--- config.mk ---
export PLATFORM = sky130hd
export DESIGN_NAME = wb_regfile_flat
export DESIGN_NICKNAME = d
export VERILOG_FILES = /design/src/rtl/wb_regfile_pkg.sv /design/src/rtl/wb_regfile_if.sv /design/src/rtl/wb_regfile_reg_array.sv /design/src/rtl/wb_regfile.sv /design/src/flat_wrapper.sv
export SDC_FILE = /design/constraint.sdc
export NUM_CORES = 2
export LEC_CHECK = 0
export ABC_AREA = 0
export CAP_MARGIN = 30
export CELL_PAD_IN_SITES_DETAIL_PLACEMENT = 0
export CELL_PAD_IN_SITES_GLOBAL_PLACEMENT = 1
export CORE_ASPECT_RATIO = 1.4
export CORE_MARGIN = 4
export CORE_UTILIZATION = 50
export DETAILED_ROUTE_END_ITERATION = 10
export PLACE_DENSITY_LB_ADDON = 0.15
export SLEW_MARGIN = 20
export SYNTH_ARGS = -nofsm -noshare
export SYNTH_HDL_FRONTEND = slang
export SYNTH_SLANG_ARGS = --single-unit
--- constraint.sdc ---
create_clock -name Clk -period 46.8 [get_ports Clk]
set_input_delay 7.02 -clock Clk [delete_from_list [all_inputs] [get_ports Clk]]
set_output_delay 7.02 -clock Clk [all_outputs]
set_load 0.005 [all_outputs]
--- src/rtl/wb_regfile_pkg.sv ---
// wb_regfile_pkg
//   Shared pipeline definitions for the write-back stage: data-source select
//   encodings and default datapath/register-index widths.
package wb_regfile_pkg;

  localparam int unsigned PKG_DATA_WIDTH = 32;
  localparam int unsigned PKG_ADDR_WIDTH = 5;

  // Write-back data source. Code 2'b11 is not named and falls back to ALU.
  typedef enum logic [1:0] {
    DBSRC_ALU = 2'b00,
    DBSRC_MEM = 2'b01,
    DBSRC_PC4 = 2'b10
  } dbsrc_e;

endpackage

--- src/rtl/wb_regfile_if.sv ---
// wb_regfile_if
//   MEM/WB-to-register-file bus plus the two ID-stage read ports.
//   master : pipeline side (drives WB_* controls/data and ID_rs/ID_rt)
//   slave  : register file (returns ID_ReadData1/2 and WB_WriteData)
interface wb_regfile_if
  import wb_regfile_pkg::*;
#(
  parameter int unsigned DATA_WIDTH = PKG_DATA_WIDTH,
  parameter int unsigned ADDR_WIDTH = PKG_ADDR_WIDTH
);
  logic [1:0]            WB_DBDataSrc;
  logic                  WB_RegWre;
  logic [DATA_WIDTH-1:0] WB_PCadd4;
  logic [DATA_WIDTH-1:0] WB_DataFromMemory;
  logic [DATA_WIDTH-1:0] WB_DataFromALU;
  logic [ADDR_WIDTH-1:0] WB_WriteReg;
  logic [ADDR_WIDTH-1:0] ID_rs;
  logic [ADDR_WIDTH-1:0] ID_rt;
  logic [DATA_WIDTH-1:0] ID_ReadData1;
  logic [DATA_WIDTH-1:0] ID_ReadData2;
  logic [DATA_WIDTH-1:0] WB_WriteData;

  modport master (
    output WB_DBDataSrc, WB_RegWre, WB_PCadd4, WB_DataFromMemory,
           WB_DataFromALU, WB_WriteReg, ID_rs, ID_rt,
    input  ID_ReadData1, ID_ReadData2, WB_WriteData
  );

  modport slave (
    input  WB_DBDataSrc, WB_RegWre, WB_PCadd4, WB_DataFromMemory,
           WB_DataFromALU, WB_WriteReg, ID_rs, ID_rt,
    output ID_ReadData1, ID_ReadData2, WB_WriteData
  );
endinterface

--- src/rtl/wb_regfile_reg_array.sv ---
// reg_array
//   2^ADDR_WIDTH x DATA_WIDTH storage, asynchronously cleared, one write port
//   committed on the rising clock edge and two raw combinational read ports.
//   No r0 masking or bypass here; that lives in the top level.
//   Ports: Clk, Reset (async, active-high), we/waddr/wdata write port,
//          raddr1/rdata1 and raddr2/rdata2 read ports.
module reg_array
  import wb_regfile_pkg::*;
#(
  parameter int unsigned DATA_WIDTH = PKG_DATA_WIDTH,
  parameter int unsigned ADDR_WIDTH = PKG_ADDR_WIDTH
) (
  input  logic                  Clk,
  input  logic                  Reset,
  input  logic                  we,
  input  logic [ADDR_WIDTH-1:0] waddr,
  input  logic [DATA_WIDTH-1:0] wdata,
  input  logic [ADDR_WIDTH-1:0] raddr1,
  output logic [DATA_WIDTH-1:0] rdata1,
  input  logic [ADDR_WIDTH-1:0] raddr2,
  output logic [DATA_WIDTH-1:0] rdata2
);
  localparam int unsigned DEPTH = 1 << ADDR_WIDTH;

  logic [DATA_WIDTH-1:0] mem [DEPTH];

  always_ff @(posedge Clk or posedge Reset) begin
    if (Reset) begin
      for (int unsigned i = 0; i < DEPTH; i++) begin
        mem[i] <= '0;
      end
    end else if (we) begin
      mem[waddr] <= wdata;
    end
  end

  assign rdata1 = mem[raddr1];
  assign rdata2 = mem[raddr2];

endmodule

--- src/rtl/wb_regfile.sv ---
// wb_regfile
//   Write-back stage and general-purpose register file. Selects the
//   write-back value (ALU / memory / PC+4), commits it on the rising edge,
//   and serves two combinational ID read ports with same-cycle bypass.
//   Ports: Clk, Reset (async, active-high, clears every register),
//          bus (wb_regfile_if.slave) carrying the WB_* and ID_* signals.
module wb_regfile
  import wb_regfile_pkg::*;
#(
  parameter int unsigned DATA_WIDTH = PKG_DATA_WIDTH,
  parameter int unsigned ADDR_WIDTH = PKG_ADDR_WIDTH
) (
  input  logic         Clk,
  input  logic         Reset,
  wb_regfile_if.slave  bus
);
  logic [DATA_WIDTH-1:0] wb_data;
  logic [DATA_WIDTH-1:0] raw1;
  logic [DATA_WIDTH-1:0] raw2;
  logic                  wr_en;
  logic                  bypass1;
  logic                  bypass2;

  always_comb begin
    wb_data = bus.WB_DataFromALU;
    case (bus.WB_DBDataSrc)
      DBSRC_MEM: wb_data = bus.WB_DataFromMemory;
      DBSRC_PC4: wb_data = bus.WB_PCadd4;
      default:   wb_data = bus.WB_DataFromALU;
    endcase
  end

  assign bus.WB_WriteData = wb_data;

  // Writes to r0 are dropped here so the stored r0 stays zero.
  assign wr_en = bus.WB_RegWre && (bus.WB_WriteReg != '0);

  reg_array #(
    .DATA_WIDTH (DATA_WIDTH),
    .ADDR_WIDTH (ADDR_WIDTH)
  ) u_reg_array (
    .Clk    (Clk),
    .Reset  (Reset),
    .we     (wr_en),
    .waddr  (bus.WB_WriteReg),
    .wdata  (wb_data),
    .raddr1 (bus.ID_rs),
    .rdata1 (raw1),
    .raddr2 (bus.ID_rt),
    .rdata2 (raw2)
  );

  // wr_en already excludes index 0, so bypass never fires for r0.
  assign bypass1 = wr_en && (bus.ID_rs == bus.WB_WriteReg);
  assign bypass2 = wr_en && (bus.ID_rt == bus.WB_WriteReg);

  always_comb begin
    bus.ID_ReadData1 = raw1;
    bus.ID_ReadData2 = raw2;
    if (bypass1) bus.ID_ReadData1 = wb_data;
    if (bypass2) bus.ID_ReadData2 = wb_data;
    if (Reset || bus.ID_rs == '0) bus.ID_ReadData1 = '0;
    if (Reset || bus.ID_rt == '0) bus.ID_ReadData2 = '0;
  end

endmodule

--- src/flat_wrapper.sv ---
// flat-port wrapper written by rule: the top's interface ports become plain ports
module wb_regfile_flat import wb_regfile_pkg::*;
#(
  parameter int unsigned DATA_WIDTH = PKG_DATA_WIDTH,
  parameter int unsigned ADDR_WIDTH = PKG_ADDR_WIDTH
)
  (Clk, Reset, bus_WB_DBDataSrc, bus_WB_RegWre, bus_WB_PCadd4, bus_WB_DataFromMemory, bus_WB_DataFromALU, bus_WB_WriteReg, bus_ID_rs, bus_ID_rt, bus_ID_ReadData1, bus_ID_ReadData2, bus_WB_WriteData);
  wb_regfile_if #(.DATA_WIDTH(DATA_WIDTH), .ADDR_WIDTH(ADDR_WIDTH)) bus_i ();
  input  logic Clk;
  input  logic Reset;
  input wire logic [$bits(bus_i.WB_DBDataSrc)-1:0] bus_WB_DBDataSrc;
  input wire logic [$bits(bus_i.WB_RegWre)-1:0] bus_WB_RegWre;
  input wire logic [$bits(bus_i.WB_PCadd4)-1:0] bus_WB_PCadd4;
  input wire logic [$bits(bus_i.WB_DataFromMemory)-1:0] bus_WB_DataFromMemory;
  input wire logic [$bits(bus_i.WB_DataFromALU)-1:0] bus_WB_DataFromALU;
  input wire logic [$bits(bus_i.WB_WriteReg)-1:0] bus_WB_WriteReg;
  input wire logic [$bits(bus_i.ID_rs)-1:0] bus_ID_rs;
  input wire logic [$bits(bus_i.ID_rt)-1:0] bus_ID_rt;
  output wire logic [$bits(bus_i.ID_ReadData1)-1:0] bus_ID_ReadData1;
  output wire logic [$bits(bus_i.ID_ReadData2)-1:0] bus_ID_ReadData2;
  output wire logic [$bits(bus_i.WB_WriteData)-1:0] bus_WB_WriteData;
  assign bus_i.WB_DBDataSrc = bus_WB_DBDataSrc;
  assign bus_i.WB_RegWre = bus_WB_RegWre;
  assign bus_i.WB_PCadd4 = bus_WB_PCadd4;
  assign bus_i.WB_DataFromMemory = bus_WB_DataFromMemory;
  assign bus_i.WB_DataFromALU = bus_WB_DataFromALU;
  assign bus_i.WB_WriteReg = bus_WB_WriteReg;
  assign bus_i.ID_rs = bus_ID_rs;
  assign bus_i.ID_rt = bus_ID_rt;
  assign bus_ID_ReadData1 = bus_i.ID_ReadData1;
  assign bus_ID_ReadData2 = bus_i.ID_ReadData2;
  assign bus_WB_WriteData = bus_i.WB_WriteData;
  wb_regfile #(.DATA_WIDTH(DATA_WIDTH), .ADDR_WIDTH(ADDR_WIDTH)) u_core (.Clk(Clk), .Reset(Reset), .bus(bus_i));
endmodule
==> flow_summary.json <==
{
  "final_common_cell": "nand2_1",
  "clock_skew_ns": 0,
  "grt_first_pass_wirelength_mm": 269,
  "worstSetupEndpointType": "output pin",
  "slew-limit-headroom": 0.305,
  "place_inst": 6308,
  "die_width_um": 286,
  "vias": 40700,
  "synth-main-ff-cell": "dfrtp_1",
  "total_leakage_power_nw": 26.5,
  "layout_common_cells": "nand2_1 (1060), dfrtp_1 (1024), o21ai_0 (973)",
  "antenna_found_initial": 3,
  "ant_nets": 0,
  "finalPower_w": 0.00253,
  "cp_top_family": "buffers and inverters",
  "cts_buffers": 104,
  "start_kind": "input pin",
  "setup_tns_ns": 0,
  "wl_per_cell_um": 27.6,
  "p_per_area_mw_per_mm2": 41.6,
  "async_flop_share": 1.00,
  "clk_latency_ns": 0.70,
  "hpwl_mm": 102,
  "crit_required_ns": 39.78,
  "drcViolationCount": 0,
  "first_pass_iters": 5,
  "final_max_slew_viol_count": 0,
  "crit_fanout": 109,
  "vias_per_cell": 6.26,
  "fmax_ghz": 0.0528,
  "grtUsageTotal": 0.317,
  "cts_max_level": 3,
  "first_global_vias": 41200,
  "stdcell_count": 6507,
  "largest_reg_flops": 1024,
  "tritoncts": "done",
  "row_count": 142,
  "syn_area_sq_mm": 0.0540,
  "finalCritPeriodShare": 0.404,
  "synth_cells": 5087,
  "ctsHoldBuffers": 0,
  "finalSetupViolCount": 0,
  "ir_worst_vdd_v": 0.0000304,
  "regMostFlops": "u_core.u_reg_array.mem",
  "clock_sinks": 1024,
  "ys_seq_elements": 1024,
  "cts_resized": 0,
  "yosys.cell_types.count": 41,
  "syn_nets": 5205,
  "clkTransAtPathRegs_ns": 0.06,
  "gp_congestion": 0.812,
  "worst-slew-pin-transition_ns": 1.04,
  "drive_gt1_frac": 0.152,
  "root_buffer": "clkbuf_16",
  "hold_class": "reg2reg",
  "cts_setup_buffers": 0,
  "synth_area_leaders": "dfrtp_1 (47%), mux4_2 (16%), o21ai_0 (9.0%)",
  "yosysWarnings": 0,
  "drtIter0Drc": 3632,
  "crit_chain": "buf_8, buf_12, buf_4, buf_4, mux2i_1, a221oi_1, a22oi_1, a21oi_1, a311o_1, clkdlybuf4s50_1",
  "avgSynthCellArea_sq_um": 10.6,
  "cts.path.max_buffers": 3,
  "fp.dieH_um": 397,
  "drt-total-wl_mm": 179,
  "finalHoldViolCount": 0,
  "core-area_sq_mm": 0.107,
  "synthToLayoutAreaGrowth_pct": 12.8,
  "ioPinCount": 212,
  "final_nets": 5101,
  "synth_edf_count": 0,
  "layout_min_cycle_time_ns": 18.93,
  "rsz0062_at_grt": "false",
  "cap_violations": 0,
  "critPathKind": "in2out",
  "seq_area_frac_synth": 0.475,
  "top_regs": "u_core.u_reg_array.mem: 1024 flops",
  "cp_slowest_cell": "buf_4",
  "synth_top_area_cell": "dfrtp_1",
  "critical_path_arrival_ns": 11.91,
  "worst-path-buf-inv": 5,
  "status": "finished, final reports clean",
  "port_buffers": 211,
  "grt_max_degree": 161,
  "overflow": 0,
  "die-area_sq_mm": 0.113,
  "yosysTopAreaCellShare": 0.475,
  "critPathMostFrequentCell": "buf_4",
  "initial_utilization": 0.504,
  "max_stage_delay_ns": 0.86
}
path summary, 6_finish.rpt:
path / depth (start not counted) / slack (ns) / end / start
worst max-delay path: 10 / 27.87 / bus_ID_ReadData1[8] / bus_ID_rs[0]
worst min-delay path: 0 / 0.39 / u_core.u_reg_array.mem[1019] / u_core.u_reg_array.mem[1019]
worst max register to register: 2 / 46.05 / u_core.u_reg_array.mem[959] / u_core.u_reg_array.mem[959]
worst min register to register: 0 / 0.39 / u_core.u_reg_array.mem[1019] / u_core.u_reg_array.mem[1019]
max in group asynchronous: 5 / 37.04 / u_core.u_reg_array.mem[849] / Reset
min in group asynchronous: 2 / 7.15 / u_core.u_reg_array.mem[958] / Reset
through the flow:
step | hold slack, ns | worst slack (ns) | instance area, sq um | utilization
final | 0.394 | 27.87 | 60900 | 0.568
after global routing | 0.406 | 27.48 | 60900 | 0.568
after CTS | 0.397 | 27.73 | 60700 | 0.566
after detailed placement | 0.384 | 27.75 | 57000 | 0.532
after global placement | 0.376 | 27.74 | 56700 | 0.530
after floorplan | 0.441 | 6.88 | 54000 | -
report_power, final:
part           leakage, nW  internal (W)  total [W]  switching, W
logic                 11.0      0.000229   0.000478      0.000249
clock network         1.82      0.000541   0.000909      0.000368
registers             13.6       0.00103    0.00114      0.000111
total                 26.5       0.00180    0.00253      0.000728
per-layer routing:
metal  wire length, um  vias to the layer above  GRT usage
met5                 7                        -          0
met4              5920                        2      0.104
met3             12300                      291     0.0476
met2             87200                     1411      0.526
met1             74000                    20800      0.433
li1                  -                    18200          -
layout make-up:
cell class | count | area [sq um]
Fill cell | 9275 | 46300
Multi-Input combinational cell | 3473 | 26200
Sequential cell | 1024 | 25600
Timing Repair Buffer | 341 | 3450
Clock buffer | 146 | 3010
Tap cell | 1440 | 1800
Clock inverter | 43 | 658
Inverter | 39 | 156
Antenna cell | 1 | 2.50
synth_stat cells (all sizes together) (5+ instances only):
library cell	n
dfrtp	1024
a21oi	66
mux2i	351
inv	38
xnor2	10
o21bai	32
mux4	384
buf	157
a221oi	128
a221o	32
clkbuf	394
nor2b	35
nor3	5
a22oi	96
nand2	1091
o21ai	1024
a211oi	65
a311o	31
nor2	102
cells by family after synthesis:
logic type / Yosys count / share of synthesized area
AO/OA/AOI/OAI: 1478 / 0.161
flip-flops: 1024 / 0.475
multiplexers: 735 / 0.225
AND/OR/NAND/NOR: 1248 / 0.0901
XOR/XNOR: 10 / 0.00162
adder cells (fa/ha/maj): 2 / 0.000464
buffers and inverters: 590 / 0.0467
(Power assumes the default switching activity.)
